$ cat config.mk
export PLATFORM = sky130hd
export DESIGN_NAME = imm_extend_pipe
export DESIGN_NICKNAME = d
export VERILOG_FILES = /design/src/rtl/imm_extend_pipe.sv
export SDC_FILE = /design/constraint.sdc
export NUM_CORES = 1
export LEC_CHECK = 0
export CORE_ASPECT_RATIO = 0.6
export CORE_MARGIN = 3
export CORE_UTILIZATION = 57
export CTS_CLUSTER_DIAMETER = 100
export DETAILED_ROUTE_END_ITERATION = 16
export MAX_ROUTING_LAYER = met4
export PLACE_DENSITY_LB_ADDON = 0.05
export SETUP_SLACK_MARGIN = 0.5
export SLEW_MARGIN = 10
export SYNTH_ARGS = -nofsm -noshare
export SYNTH_HDL_FRONTEND = slang
export SYNTH_SLANG_ARGS = --single-unit
$ cat constraint.sdc
create_clock -name clk -period 2.8 [get_ports clk]
set_clock_uncertainty 0.2 [all_clocks]
set_input_delay 0.56 -clock clk [delete_from_list [all_inputs] [get_ports clk]]
set_output_delay 0.56 -clock clk [all_outputs]
set_load 0.01 [all_outputs]
$ cat src/rtl/imm_extend_pipe.sv
// imm_extend_pipe: handshaked immediate extender (decode -> execute).
// Ports: clk, rst (sync, active-high); in_valid/in_ready/in_mode/in_data
//        upstream; out_valid/out_ready/out_data downstream.
//        in_mode: 00 sign, 01 zero, 10 upper, 11 branch (sign-ext << 2).
//        Output register plus one skid register: full rate under stall.
module imm_extend_pipe #(
    parameter int IN_W  = 16,
    parameter int OUT_W = 32
) (
    input  logic             clk,
    input  logic             rst,
    input  logic             in_valid,
    output logic             in_ready,
    input  logic [1:0]       in_mode,
    input  logic [IN_W-1:0]  in_data,
    output logic             out_valid,
    input  logic             out_ready,
    output logic [OUT_W-1:0] out_data
);

    localparam int PAD = OUT_W - IN_W;

    typedef enum logic [1:0] {
        EMPTY = 2'd0,
        ONE   = 2'd1,
        FULL  = 2'd2
    } state_t;

    state_t           state;
    logic [OUT_W-1:0] res_q;
    logic [OUT_W-1:0] skid_q;
    logic             valid_q;
    logic [OUT_W-1:0] sext;
    logic [OUT_W-1:0] ext;
    logic             acc;
    logic             dq;

    always_comb begin
        sext = {{PAD{in_data[IN_W-1]}}, in_data};
        ext  = sext;
        case (in_mode)
            2'b00: ext = sext;
            2'b01: ext = {{PAD{1'b0}}, in_data};
            2'b10: ext = {in_data, {PAD{1'b0}}};
            2'b11: ext = sext << 2;
            default: ext = sext;
        endcase
    end

    // Ready depends only on registered state (and reset), never on
    // in_valid or out_ready.
    assign in_ready  = !rst && (state != FULL);
    assign acc       = in_valid && in_ready;
    assign dq        = valid_q && out_ready;
    assign out_valid = valid_q;
    assign out_data  = res_q;

    always_ff @(posedge clk) begin
        if (rst) begin
            state   <= EMPTY;
            res_q   <= '0;
            skid_q  <= '0;
            valid_q <= 1'b0;
        end else begin
            case (state)
                EMPTY: begin
                    if (acc) begin
                        res_q   <= ext;
                        valid_q <= 1'b1;
                        state   <= ONE;
                    end
                end
                ONE: begin
                    if (acc && dq) begin
                        res_q <= ext;
                    end else if (acc) begin
                        // Output stalled: park the new result in the skid.
                        skid_q <= ext;
                        state  <= FULL;
                    end else if (dq) begin
                        valid_q <= 1'b0;
                        state   <= EMPTY;
                    end
                end
                FULL: begin
                    if (dq) begin
                        res_q <= skid_q;
                        state <= ONE;
                    end
                end
                default: begin
                    state   <= EMPTY;
                    valid_q <= 1'b0;
                end
            endcase
        end
    end

endmodule

After elaboration in Yosys (flattened, before gate mapping)
Cells that the tools add are included.
Word-level totals
  output and inout bits: 34
  bits of input ports: 22
  logic and storage cells: 47
  bits in registers: 67
Cells by class
  equal/unequal tests: 13
  bitwise gates (word level): 2
  muxes and demuxes: 16
  reduce and logical (&&, ||, !) cells: 12
Operator list (count)
  case mux 32 bit (4 select lines): 1
  two-way mux 32 bit: 3
  case mux 32 bit (3 select lines): 1
  != test 2 bit, second input constant: 7
  two-way mux 2 bit: 5
  AND reduction 4 bit: 2
  equality test 2 bit, second input constant: 3
  case mux 2 bit (3 select lines): 1
  AND reduction 5 bit: 1
  equality test 2 x 1 -> 1 bit, second input constant: 2
  logical AND 1 bit: 4
  logical NOT 2 bit: 2
  two-way mux 1 bit: 4
  != test 3 bit, second input constant: 1
  case mux 1 bit (3 select lines): 1
  AND reduction 3 bit: 1
  nonzero test 3 bit: 1
  inverter 1 bit: 2
  logical NOT 1 bit: 1

Depth between registers and ports, before layout
  depth after elaboration: 6
  mapped depth: 7

Worst setup path after synthesis
No wires, ideal clock.
  path kind: in2out
  from: in rst
  to: out in_ready
  required time: 2.040 ns
  slack: 0.805 ns
  buffers on the path: 2
  cell stages on the path: 3
  arrival time: 1.235 ns
  cell sequence: clkbuf_1 buf_1 nor2_1
Between the ends
  longest elaborated chain between the ends: 2
RTL lines
  start: declaration: line 11  | input logic rst,
  logical NOT 1 bit: line 52  | assign in_ready = !rst && (state != FULL);
  logical AND 1 bit: line 52
  end: declaration: line 13  | output logic in_ready,
No other way between the ends.

Worst setup path after layout
  from: reg state[0]
  to: out in_ready
Between the ends
  longest elaborated chain between the ends: 2
RTL lines
  start: declaration: line 29  | state_t state;
  start signal: assignment: line 60  | state <= EMPTY;
  start signal: assignment: line 70  | state <= ONE;
  start signal: assignment: line 79  | state <= FULL;
  != test 2 bit: line 52
  logical AND 1 bit: line 52
No other way between the ends.

==> impl_metrics.json <==
{
  "status": "completed",
  "root_buffer": "clkbuf_8",
  "overflow": 0,
  "wl_per_cell_um": 17.1,
  "crit_path_end": "in_ready",
  "p_seq_share_pct": 48.7,
  "synth_seq_area_share_pct": 42.0,
  "cts_tree": "built",
  "synth-edff-count": 0,
  "cpLargestDelayFamily": "buffers and inverters",
  "start_util_pct": 61.0,
  "die-area_um2": 6560,
  "viasPerCell": 6.10,
  "final_cells": 492,
  "ant_nets": 0,
  "hold_buffers": 0,
  "hold_class": "reg -> reg",
  "avgSynthCellArea_um2": 8.56,
  "worstPathRequired_ps": 2040,
  "comb_power_share_pct": 19.7,
  "vdd_drop_max_v": 0.000311,
  "critical_path.startpoint_type": "flip-flop",
  "rsz0062_at_grt": "yes",
  "grt_pass1_vias": 2858,
  "dp_cells": 476,
  "antenna_found_initial": 0,
  "ys.warnings.count": 0,
  "switching_power_uw": 611,
  "clkSinkCount": 67,
  "worst-slew-pin-transition_ps": 671,
  "drt_iter0_drc": 220,
  "r2r_cells": 6,
  "synth_ff_type": "dfxtp_1",
  "fin_tns_setup_ps": 0,
  "routed_wl_um": 8430,
  "chipWidth_um": 103,
  "coreArea_um2": 5230,
  "route.detailed.drc": 0,
  "crit_start": "state[0]",
  "ys_async_sr_fraction_pct": 0,
  "first_pass_iters": 5,
  "crit_fanout": 7,
  "rows": 20,
  "grt_pass1_wl_um": 14000,
  "critPathArrivalTime_ps": 1520,
  "netlist_area_um2": 3190,
  "fillers": 398,
  "area_growth_pct": 23.7,
  "crit_chain": "nor2b_4 > nor2_1 > clkdlybuf4s50_1",
  "r2r-end": "out_data[18]",
  "fmax_mhz": 439,
  "clkPwrFrac_pct": 31.6,
  "period_needed_ps": 2280,
  "diodes": 0,
  "cp_slowest_stage_delay_ps": 540,
  "fin_crit_sh_pct": 81.4,
  "end_kind": "primary output",
  "clockBufferDepth": 2,
  "gp_congestion": 0.838,
  "post_synth_num_cell_types": 40,
  "fin_ws_ps": 521,
  "pwr_density_cell_nw_per_um2": 545,
  "rr_startpoint": "state[0]",
  "final-seq-area_um2": 1340,
  "track_usage_pct": 28.2,
  "crit_type": "reg -> out",
  "grt_max_degree": 40,
  "htree_levels": 3,
  "maxCapViolCount": 0,
  "cp_num_cells": 3,
  "final_nets": 443,
  "cts_buffers": 9,
  "ios": 56,
  "clk_pin_slew_ps": 70,
  "hpwl_um": 5670,
  "multi_input_area_um2": 1630,
  "slew_viol_final": 0,
  "slowest_stage": "clkdlybuf4s50_1",
  "slew_headroom_pct": 55.1,
  "io_buffers": 55,
  "pre_cts_ws_ps": 78.3,
  "clk_latency_ps": 340,
  "hold_violations": 0,
  "drive_above_1_share_pct": 9.39,
  "cts_setup_buffers": 0,
  "synth-seq-cells": 67,
  "finalSetupViolations": 0,
  "synthesis.nets": 395,
  "crit_buf_inv": 1,
  "num_vias": 3001,
  "synthCells": 373,
  "switching_share_pct": 28.4,
  "chipHeight_um": 64.0,
  "p_leak_nw": 1.47,
  "power.internal_mw": 1.54,
  "r2r_slack_ps": 740
}
-- cells in the mapped netlist, types with 2 or more instances --
cell type | n | area [um2]
a211oi_1 | 15 | 113
a21o_1 | 14 | 105
a21oi_1 | 33 | 165
a221oi_1 | 2 | 17.5
a22o_1 | 14 | 123
a32o_1 | 15 | 150
and3_1 | 2 | 12.5
buf_1 | 2 | 7.51
buf_2 | 12 | 60.1
buf_4 | 5 | 37.5
buf_6 | 6 | 67.6
clkbuf_1 | 9 | 33.8
dfxtp_1 | 67 | 1340
inv_1 | 3 | 11.3
nand2_1 | 34 | 128
nand2b_1 | 19 | 119
nand3b_1 | 4 | 30.0
nor2_1 | 32 | 120
nor2b_1 | 15 | 93.8
nor3_1 | 33 | 165
nor3b_1 | 2 | 15.0
o21ai_0 | 15 | 75.1
o21bai_1 | 3 | 22.5
-- metal layers --
metal / up-vias / GRT usage [%] / share of wire [%]
li1: 1434 / - / -
met1: 1391 / 38.9 / 46
met2: 159 / 40.4 / 43
met3: 17 / 6.98 / 9.2
met4: 0 / 9.17 / 1.5
met5: - / - / 0
-- power by group through the flow --
| stage | Clock, mW | Sequential (mW) | Combinational [mW] |
|---|---|---|---|
| detailed placement | 0 | 1.07 | 0.418 |
| finish | 0.679 | 1.05 | 0.423 |
| CTS | 0.695 | 1.05 | 0.420 |
| floorplan | 0 | 1.08 | 0.228 |
| global placement | 0 | 1.07 | 0.409 |
| global route | 0.735 | 1.06 | 0.462 |
-- through the flow --
step           total power, mW  util (%)  hold slack, ps  area [um2]
2_1_floorplan             1.31         -             236        3190
3_3_place_gp              1.47      72.2             246        3780
3_5_place_dp              1.49      72.2             256        3780
4_1_cts                   2.16      75.4             268        3940
5_1_grt                   2.25      75.5             291        3950
6_report                  2.15      75.5             272        3950
-- final cells by class --
| class | instances | area share, % |
|---|---|---|
| repair buffers | 72 | 18.2 |
| clock inverters | 5 | 0.761 |
| well taps | 66 | 2.09 |
| inverters | 3 | 0.285 |
| multi-input cells | 268 | 41.3 |
| flip-flops and latches | 67 | 34.0 |
| clock buffers | 11 | 3.33 |
-- worst register-to-register path, cell delays in order (launching register included) --
cell and delay (ps):
dfxtp_1 490, nor2b_4 70, buf_4 210, buf_4 270
a21o_4 300, a21o_1 180, a32o_1 240
-- cells in the final DEF, fill, tap and decap left out, drive strengths merged --
cell type	n
nor3	33
inv	3
clkdlybuf4s50	54
clkbuf	11
a31oi	1
dfxtp	67
o21ai	15
and2	1
a311o	1
a21o	15
xnor2	1
nor2	32
o311a	1
o31ai	1
o21ba	1
nor3b	3
nand2	34
a211oi	15
dlygate4sd2	1
a32o	15
and3	2
o211a	1
a21oi	33
nand2b	19
a221oi	2
a22o	14
buf	17
o221ai	1
a21boi	1
clkinvlp	2
nand3b	4
o21bai	3
nor2b	16
clkinv	3
mux2	1
nand3	1
or3	1
-- what timing repair did --
action                                 in CTS  in global routing
endpoints found under the hold margin       0                  0
setup endpoints to repair                  23                 16
pin swaps                                   0                  0
resized for setup                           2                  4
cloned                                      0                  0
-- worst min-delay path by stage --
| stage | slack, ps | start | cells past startpoint | to |
|---|---|---|---|---|
| after floorplan | 240 | skid_q[0] | 2 | skid_q[0] |
| after global placement | 250 | skid_q[1] | 2 | skid_q[1] |
| after detailed placement | 260 | out_data[21] | 1 | out_data[21] |
| after CTS | 270 | skid_q[1] | 2 | skid_q[1] |
| after global routing | 290 | skid_q[1] | 2 | skid_q[1] |
| final | 270 | out_data[21] | 1 | out_data[21] |
-- kinds of logic (layout without fill, tap and decap cells) --
group / count (synthesis) / count (layout) / share of synthesized area [%]
and+or+nand+nor: 146 / 146 / 23.1
muxes: 1 / 1 / 0.353
DFF: 67 / 67 / 42.0
xor gates and xnor gates: 1 / 1 / 0.274
buffers and inverters: 38 / 91 / 6.98
AOI/OAI and AO/OA: 120 / 120 / 27.2
-- sequential cells by signal (all words and copies together) (netlist names) --
name	count
out_data	32
out_valid	1
state	2
skid_q	32
(Power assumes the default switching activity.)
